--- src/rtl/hist_sd_pkg.sv ---
// Shared definitions for the histogram SD save/load paths: FSM state
// encodings, slot/sector geometry and the byte-half selector.
package hist_sd_pkg;

    localparam int unsigned SECTOR_BYTES = 512;
    localparam int unsigned NUM_SECTORS  = 4;
    localparam int unsigned SLOT_SHIFT   = 11;

    typedef enum logic [1:0] {
        IDLE  = 2'd0,
        INIT  = 2'd1,
        START = 2'd2,
        LOAD  = 2'd3
    } hist_sd_state_e;

    // Which byte of a 16-bit bin is expected next; bins are stored MS first.
    typedef enum logic {
        MS = 1'b0,
        LS = 1'b1
    } hist_sd_half_e;

endpackage

--- src/rtl/sd_byte_edge.sv ---
// Rising-edge detector for the sd_controller byte strobes
// (sd_byte_available on the load path, sd_ready_for_next_byte on the save path).
module sd_byte_edge (
    input  logic clk,
    input  logic reset,
    input  logic level,
    output logic rise
);

    logic last_q;
    logic last_d;

    // Previous-cycle copy of the level input.
    always_comb begin
        last_d = level;
    end

    // Register the level; cleared by synchronous reset.
    always_ff @(posedge clk) begin
        if (reset) begin
            last_q <= 1'b0;
        end else begin
            last_q <= last_d;
        end
    end

    assign rise = level & ~last_q;

endmodule

--- src/rtl/histogram_loader.sv ---
// Restores a saved 1024 x 16-bit histogram slot from SD card into the
// histogram BRAM write port. Slot N starts at byte 2048*N and spans four
// 512-byte sectors; each bin is stored MS byte first.
// Optional build macro HIST_LOAD_SUM_EN enables the hist_total accumulator.
module histogram_loader
    import hist_sd_pkg::*;
#(
    parameter int unsigned ADDR_W = 10
) (
    input  logic              clk,
    input  logic              reset,
    input  logic              start,
    input  logic [3:0]        slot,
    input  logic              sd_ready,
    input  logic              sd_byte_available,
    input  logic [7:0]        sd_dout,
    output logic              sd_rd,
    output logic [31:0]       sd_address,
    output logic [ADDR_W-1:0] waddr,
    output logic [15:0]       wdata,
    output logic              we,
    output logic              loading,
    output logic              done,
    output logic              err,
    output logic [31:0]       hist_total
);

    localparam int unsigned SEC_W = $clog2(NUM_SECTORS);

    hist_sd_state_e    state_q,      state_d;
    hist_sd_half_e     half_q,       half_d;
    logic              sd_rd_q,      sd_rd_d;
    logic [31:0]       sd_address_q, sd_address_d;
    logic [ADDR_W-1:0] waddr_q,      waddr_d;
    logic [15:0]       wdata_q,      wdata_d;
    logic              we_q,         we_d;
    logic              loading_q,    loading_d;
    logic              done_q,       done_d;
    logic              err_q,        err_d;
    logic [9:0]        byte_cnt_q,   byte_cnt_d;
    logic [SEC_W-1:0]  sector_q,     sector_d;
    logic [7:0]        hi_q,         hi_d;
    logic              byte_evt;

    sd_byte_edge u_byte_edge (
        .clk   (clk),
        .reset (reset),
        .level (sd_byte_available),
        .rise  (byte_evt)
    );

`ifdef HIST_LOAD_SUM_EN
    logic [31:0] total_q, total_d;
`endif

    // Next-state and output computation for the load sequencer.
    always_comb begin
        state_d      = state_q;
        half_d       = half_q;
        sd_rd_d      = sd_rd_q;
        sd_address_d = sd_address_q;
        waddr_d      = waddr_q;
        wdata_d      = wdata_q;
        we_d         = 1'b0;
        loading_d    = loading_q;
        done_d       = 1'b0;
        err_d        = err_q;
        byte_cnt_d   = byte_cnt_q;
        sector_d     = sector_q;
        hi_d         = hi_q;
`ifdef HIST_LOAD_SUM_EN
        total_d      = total_q;
        if (we_q) begin
            total_d = total_q + {16'd0, wdata_q};
        end
`endif

        // The write address advances on the cycle after each write, so the
        // final write at the top bin leaves waddr wrapped to zero.
        if (we_q) begin
            waddr_d = waddr_q + ADDR_W'(1);
        end

        case (state_q)
            IDLE: begin
                if (start) begin
                    sd_address_d = 32'(slot) << SLOT_SHIFT;
                    sector_d     = '0;
                    waddr_d      = '0;
                    byte_cnt_d   = '0;
                    half_d       = MS;
                    err_d        = 1'b0;
                    loading_d    = 1'b1;
                    state_d      = INIT;
`ifdef HIST_LOAD_SUM_EN
                    total_d      = '0;
`endif
                end else begin
                    loading_d = 1'b0;
                end
            end
            INIT: begin
                if (sd_ready) begin
                    sd_rd_d = 1'b1;
                    state_d = START;
                end
            end
            START: begin
                if (!sd_ready) begin
                    sd_rd_d = 1'b0;
                    state_d = LOAD;
                end
            end
            LOAD: begin
                if (byte_evt) begin
                    // Bytes past the sector length are dropped; the count
                    // saturates so the overrun is still flagged at sector end.
                    if (byte_cnt_q < 10'(SECTOR_BYTES)) begin
                        if (half_q == MS) begin
                            hi_d   = sd_dout;
                            half_d = LS;
                        end else begin
                            wdata_d = {hi_q, sd_dout};
                            we_d    = 1'b1;
                            half_d  = MS;
                        end
                    end
                    if (byte_cnt_q != '1) begin
                        byte_cnt_d = byte_cnt_q + 10'd1;
                    end
                end else if (sd_ready) begin
                    if (byte_cnt_q != 10'(SECTOR_BYTES)) begin
                        err_d     = 1'b1;
                        loading_d = 1'b0;
                        state_d   = IDLE;
                    end else if (sector_q == SEC_W'(NUM_SECTORS - 1)) begin
                        done_d    = 1'b1;
                        loading_d = 1'b0;
                        state_d   = IDLE;
                    end else begin
                        sector_d     = sector_q + SEC_W'(1);
                        sd_address_d = sd_address_q + 32'(SECTOR_BYTES);
                        byte_cnt_d   = '0;
                        state_d      = INIT;
                    end
                end
            end
            default: begin
                sd_rd_d   = 1'b0;
                loading_d = 1'b0;
                state_d   = IDLE;
            end
        endcase
    end

    // Single register bank for the sequencer state and registered outputs.
    always_ff @(posedge clk) begin
        if (reset) begin
            state_q      <= IDLE;
            half_q       <= MS;
            sd_rd_q      <= 1'b0;
            sd_address_q <= '0;
            waddr_q      <= '0;
            wdata_q      <= '0;
            we_q         <= 1'b0;
            loading_q    <= 1'b0;
            done_q       <= 1'b0;
            err_q        <= 1'b0;
            byte_cnt_q   <= '0;
            sector_q     <= '0;
            hi_q         <= '0;
        end else begin
            state_q      <= state_d;
            half_q       <= half_d;
            sd_rd_q      <= sd_rd_d;
            sd_address_q <= sd_address_d;
            waddr_q      <= waddr_d;
            wdata_q      <= wdata_d;
            we_q         <= we_d;
            loading_q    <= loading_d;
            done_q       <= done_d;
            err_q        <= err_d;
            byte_cnt_q   <= byte_cnt_d;
            sector_q     <= sector_d;
            hi_q         <= hi_d;
        end
    end

`ifdef HIST_LOAD_SUM_EN
    // Running sum of written bins; holds after completion.
    always_ff @(posedge clk) begin
        if (reset) begin
            total_q <= '0;
        end else begin
            total_q <= total_d;
        end
    end

    assign hist_total = total_q;
`else
    assign hist_total = '0;
`endif

    assign sd_rd      = sd_rd_q;
    assign sd_address = sd_address_q;
    assign waddr      = waddr_q;
    assign wdata      = wdata_q;
    assign we         = we_q;
    assign loading    = loading_q;
    assign done       = done_q;
    assign err        = err_q;

endmodule
--- config.mk ---
export PLATFORM = sky130hd
export DESIGN_NAME = histogram_loader
export DESIGN_NICKNAME = d
export VERILOG_FILES = /design/src/rtl/hist_sd_pkg.sv /design/src/rtl/sd_byte_edge.sv /design/src/rtl/histogram_loader.sv
export SDC_FILE = /design/constraint.sdc
export NUM_CORES = 1
export LEC_CHECK = 0
export CAP_MARGIN = 15
export CORE_ASPECT_RATIO = 0.8
export CORE_MARGIN = 1.5
export CORE_UTILIZATION = 40
export DETAILED_ROUTE_END_ITERATION = 10
export MAX_ROUTING_LAYER = met4
export PLACE_DENSITY = 0.76
export SLEW_MARGIN = 15
export SYNTH_ARGS = -nofsm -noshare
export SYNTH_HDL_FRONTEND = slang
export SYNTH_SLANG_ARGS = --single-unit
--- constraint.sdc ---
create_clock -name clk -period 2.8 [get_ports clk]
set_clock_uncertainty 0.15 [all_clocks]
set_input_delay 0.56 -clock clk [delete_from_list [all_inputs] [get_ports clk]]
set_output_delay 0.56 -clock clk [all_outputs]
set_load 0.1 [all_outputs]
Word-level counts from Yosys, hierarchy flattened. Index checks and enable logic that the tools add are counted.

Memory bits (writable): 0. Register bits: 87. Bits in read-only memories: 0. Output and inout bits: 95. Bits in latches: 0. Memories kept: 0.

Eq/ne operators: 21. Shifts and indexed selects: 0. $add $sub $neg: 4. Multipliers: 0. Reduce and logical (&&, ||, !) cells: 14. Mux-type cells: 50. Bitwise operators: 7. Order comparisons: 1. Div/mod/pow operators: 0.

Operator list (count): 2-to-1 mux 32 bit (5); 2-to-1 mux 10 bit (9); case mux 32 bit (2 select lines) (1); adder 32 x 10 -> 32 bit, second input constant (1); adder 10 x 1 -> 10 bit, second input constant (2); 2-to-1 mux 2 bit (10); inequality test 10 bit, second input constant (2); inequality test 2 bit, second input constant (10); case mux 10 bit (2 select lines) (1); 2-to-1 mux 1 bit (18); AND reduction 4 bit (4); inequality test 3 bit, second input constant (5); AND reduction 6 bit (2); less-than comparator 10 bit, second input constant (1); AND reduction 5 bit (2); case mux 1 bit (2 select lines) (4); case mux 2 bit (4 select lines) (1); equality test 2 bit, second input constant (3); NOT 1 bit (6); OR reduction 5 bit (1); case mux 2 bit (2 select lines) (1); nonzero test 2 bit (2); OR reduction 4 bit (1); AND reduction 3 bit (1); 4 further kinds (4).

Longest topological paths before layout.
Word-level depth: 6. Depth in mapped cells: 9. Depth with buffers taken out: 7.

By module. From an unflattened synthesis, not the netlist that was laid out.

Cells, all modules: 505. Area total of the unflattened synthesis: 4077.7 µm².

Modules (own cells, without submodules): histogram_loader (area an instance 4030.1 µm², cells each 502, instances 1, sequential area each 1541.5 µm²); sd_byte_edge (area an instance 47.5 µm², cells each 3, instances 1, sequential area each 20.0 µm²).

Worst setup path before layout. OpenSTA, ideal clock, no wires.

Kind: register to register. From: register sd_address_q[11] (netlist: sd_address[11]). To: register sd_address_q[22] (netlist: sd_address[22]). Arrival time: 2681 ps. Path buffers: 0. Stages on the path, launching flop included: 6. Slack: -101 ps. Setup time: 70 ps. Required time: 2580 ps. Period minus slack after synthesis: 2901 ps. Cells stage by stage: dfxtp_1 nand3_1 nor3_1 nand4_4 or4b_1 a21oi_1.

Word-level cells in the longest chain between the ends: 6.

RTL lines: from (decl) (line histogram_loader.sv:33) `logic [31:0] sd_address_q, sd_address_d;`; from (signal assigned) (line histogram_loader.sv:176) `sd_address_q <= sd_address_d;`; adder 32 x 10 -> 32 bit (line histogram_loader.sv:142) `sd_address_d = sd_address_q + 32'(SECTOR_BYTES);`; 2-to-1 mux 32 bit (line histogram_loader.sv:136) `end else if (sector_q == SEC_W'(NUM_SECTORS - 1)) begin`; 2-to-1 mux 32 bit (line histogram_loader.sv:132) `if (byte_cnt_q != 10'(SECTOR_BYTES)) begin`; 2-to-1 mux 32 bit (line histogram_loader.sv:131) `end else if (sd_ready) begin`; 2-to-1 mux 32 bit (line histogram_loader.sv:115) `if (byte_evt) begin`; case mux 32 bit (2 select lines) (line histogram_loader.sv:84) `case (state_q)`.

No other way between the ends. The select of a mux whose other input is x is not followed. A chain may end at the register's enable or synchronous reset.

Final worst setup path.
From: register byte_cnt_q[5]. To: register sd_address_q[31] (netlist: sd_address[31]).

Word-level cells in the longest chain between the ends: 3.

RTL lines: from (decl) (line histogram_loader.sv:40) `logic [9:0] byte_cnt_q, byte_cnt_d;`; from (signal assigned) (line histogram_loader.sv:183) `byte_cnt_q <= byte_cnt_d;`; inequality test 10 bit (line histogram_loader.sv:132); inequality test 2 bit (no source line); AND reduction 6 bit (no source line).

No other way between the ends.

==> flow_summary.ini <==
[run_status]
status = finished clean

[critical_path]
r2r_slack_ns = 0.18
reg2reg_to = sd_address[31]
worst-setup-path-type = flip-flop to flip-flop
worstPathMaxFanout = 9
cp.arrival_ns = 2.73
crit_path_start_kind = flip-flop
critPathCaptureType = flip-flop
r2r_cells = 5
r2r-start = byte_cnt_q[5]
cp.required_ns = 2.91
cp-startpoint = byte_cnt_q[5]

[power_and_ir_drop]
p_per_area_mw_per_mm2 = 750
p_leak_nw = 1.93
ir_worst_vdd_v = 0.000393

[placed_design]
place_ws_ns = 0.104
dp_hpwl_mm = 7.34
place_congestion = 0.869
io_buffers = 70

[sta]
min_period_over_period_pct = 93.5
rsz0062_at_grt = false
setup_slack_ns = 0.182
fin_crit_ns = 2.62
finalMaxSlewViolations = 0
hold_viol = 0
maxClockFrequency_ghz = 0.382
maxSlewHeadroom_pct = 59.2
setup_violations = 0
timing.setup.tns_ns = 0
worst_pin_slew_ns = 0.611

[global_routing]
grt_overflow = 0
antenna_found_initial = 0
groute.usage.overall_pct = 18.7
grt_pass1_wl_mm = 15.6
grt_max_degree = 28
grt_pass1_vias = 3335

[cells_and_area]
final_common_cell = nand2_1
drive_gt1_share_pct = 18.2
fillers = 946
nets = 593
layout_common_cells = nand2_1, dfxtp_1, buf_4
diodes = 0
syn_to_final_growth_pct = 22.9

[floorplanning]
rows = 32
dieWidth_um = 115
dieArea_sq_mm = 0.0107
start_util_pct = 41.5
ios = 112
die_h_um = 92.9
core_sq_mm = 0.00973

[detailed_routing]
wl_per_cell_um = 13.9
viasPerCell = 5.29
dr.pass1.iters = 5
drc_errors = 0
drt_wl_total_mm = 9.84
vias = 3738
ant_nets = 0
first_iter_violations = 282

[cts]
numCtsBuffers = 9
h-tree-depth = 3
clkSinkCount = 78
cts_tree = done
root_buffer = clkbuf_16
clkLatencyLatePin_ns = 0.33
ctsResizeCount = 0
postCtsSetupBuffers = 0
cts_hold_buf = 0
clk_pin_slew_worst_paths_ns = 0.06
clock_path_buffers = 2

[synth]
synth-seq-cells = 78
async_flop_share_pct = 0
yosysWarnings = 0
synth_area_sq_mm = 0.00404
synth_enable_flop_cells = 0
yosysSeqAreaShare_pct = 38.7
syn_inst = 488
syn_avg_cell_area_sq_um = 8.28
ys_types = 61
synth_flop_cell = dfxtp_1

[min_path]
holdCritStartpoint = hi_q[3]
hold_end = wdata[11]
whs_path_depth = 2
hp-class = flip-flop to flip-flop

[job]
max_cap_viol_count = 0
[registers in the layout, summed over array words and instances (netlist names)]
register            flops
sd_address             23
wdata                  16
byte_cnt_q             10
waddr                  10
hi_q                    8
sector_q                2
state_q                 2
done                    1
err                     1
half_q                  1
loading                 1
sd_rd                   1
u_byte_edge.last_q      1
we                      1
[synth_stat cells (all sizes together) (2+ instances only)]
cell type / instances / area share, %
or3: 8 / 1.3
a21oi: 44 / 5.5
nor3: 13 / 1.7
nor2: 37 / 3.4
and2: 3 / 0.46
clkbuf: 11 / 1.0
nand4: 10 / 1.9
o21ai: 18 / 2.2
xnor2: 2 / 0.43
and3: 7 / 1.2
o211ai: 4 / 0.74
nand2b: 2 / 0.31
o221a: 2 / 0.56
o311ai: 2 / 0.43
o31ai: 3 / 0.56
or2: 3 / 0.46
or4: 7 / 1.4
nand2: 76 / 7.1
nand3: 21 / 2.6
nand3b: 2 / 0.37
o2bb2ai: 3 / 0.65
nor2b: 6 / 0.93
a41oi: 3 / 0.65
mux2i: 12 / 3.0
o32ai: 4 / 0.87
o21a: 5 / 0.93
inv: 10 / 0.93
dfxtp: 78 / 39
ha: 9 / 2.8
nor4: 5 / 1.1
xor2: 7 / 1.5
a31oi: 6 / 0.93
buf: 47 / 8.7
a22o: 2 / 0.43
[through the flow]
step	area, sq um	total power [mW]	std cells	hold WS, ns	util [%]
6_report	4960	3.72	707	0.301	51.0
4_1_cts	4960	3.74	707	0.308	51.0
3_3_place_gp	4660	2.51	692	0.289	47.9
2_1_floorplan	4200	2.28	528	0.281	-
5_1_grt	4960	3.88	707	0.328	51.0
3_5_place_dp	4660	2.53	692	0.300	47.9
[logic make-up after synthesis]
kind of cell / count (synthesis) / synth area share (%)
flops: 78 / 38.7
mux: 13 / 3.25
other cells: 1 / 0.0928
compound gates: 103 / 16.5
xor+xnor: 9 / 1.95
fa+ha+maj: 9 / 2.79
buf+inv: 69 / 10.7
simple gates: 206 / 26.1
[power by group]
part           total [mW]  internal, mW  switching, mW  leakage, nW
combinational        1.26         0.305          0.956         1.14
clock                1.20         0.771          0.434        0.152
sequential           1.26          1.18         0.0766        0.632
[routing by layer]
| metal | vias up | part of all wire [%] | track usage [%] |
|---|---|---|---|
| li1 | 1812 | - | - |
| met5 | - | 0 | - |
| met2 | 140 | 47 | 29.7 |
| met1 | 1774 | 45 | 23.4 |
| met3 | 12 | 7.3 | 5.30 |
| met4 | 0 | 0.84 | 5.25 |
[critical path, stage by stage, from the launching register on]
cell and delay [ns]:
dfxtp_1 0.38, or4_4 0.59, o41ai_4 0.42, nand4_1 0.38, or4_1 0.49, a21oi_1 0.14
[final cells by class]
cell class / count / area (sq um) / area share [%]
multi-input combinational: 381 / 2190 / 44.2
clock buffer: 10 / 229 / 4.61
sequential: 78 / 1570 / 31.6
clock inverter: 5 / 75.1 / 1.51
inverter: 11 / 41.3 / 0.832
tap: 136 / 170 / 3.43
timing repair buffer: 86 / 686 / 13.8
[how the worst max path moves through the flow]
stage,to,slack [ns],cells past startpoint
2_1_floorplan,sd_address[31],0.002,5
3_3_place_gp,sd_address[31],0.17,7
3_5_place_dp,sd_address[22],0.10,7
4_1_cts,sd_address[31],0.19,5
5_1_grt,sd_address[31],0.01,5
6_report,sd_address[31],0.18,5
Power figures use the tool's default switching activity.
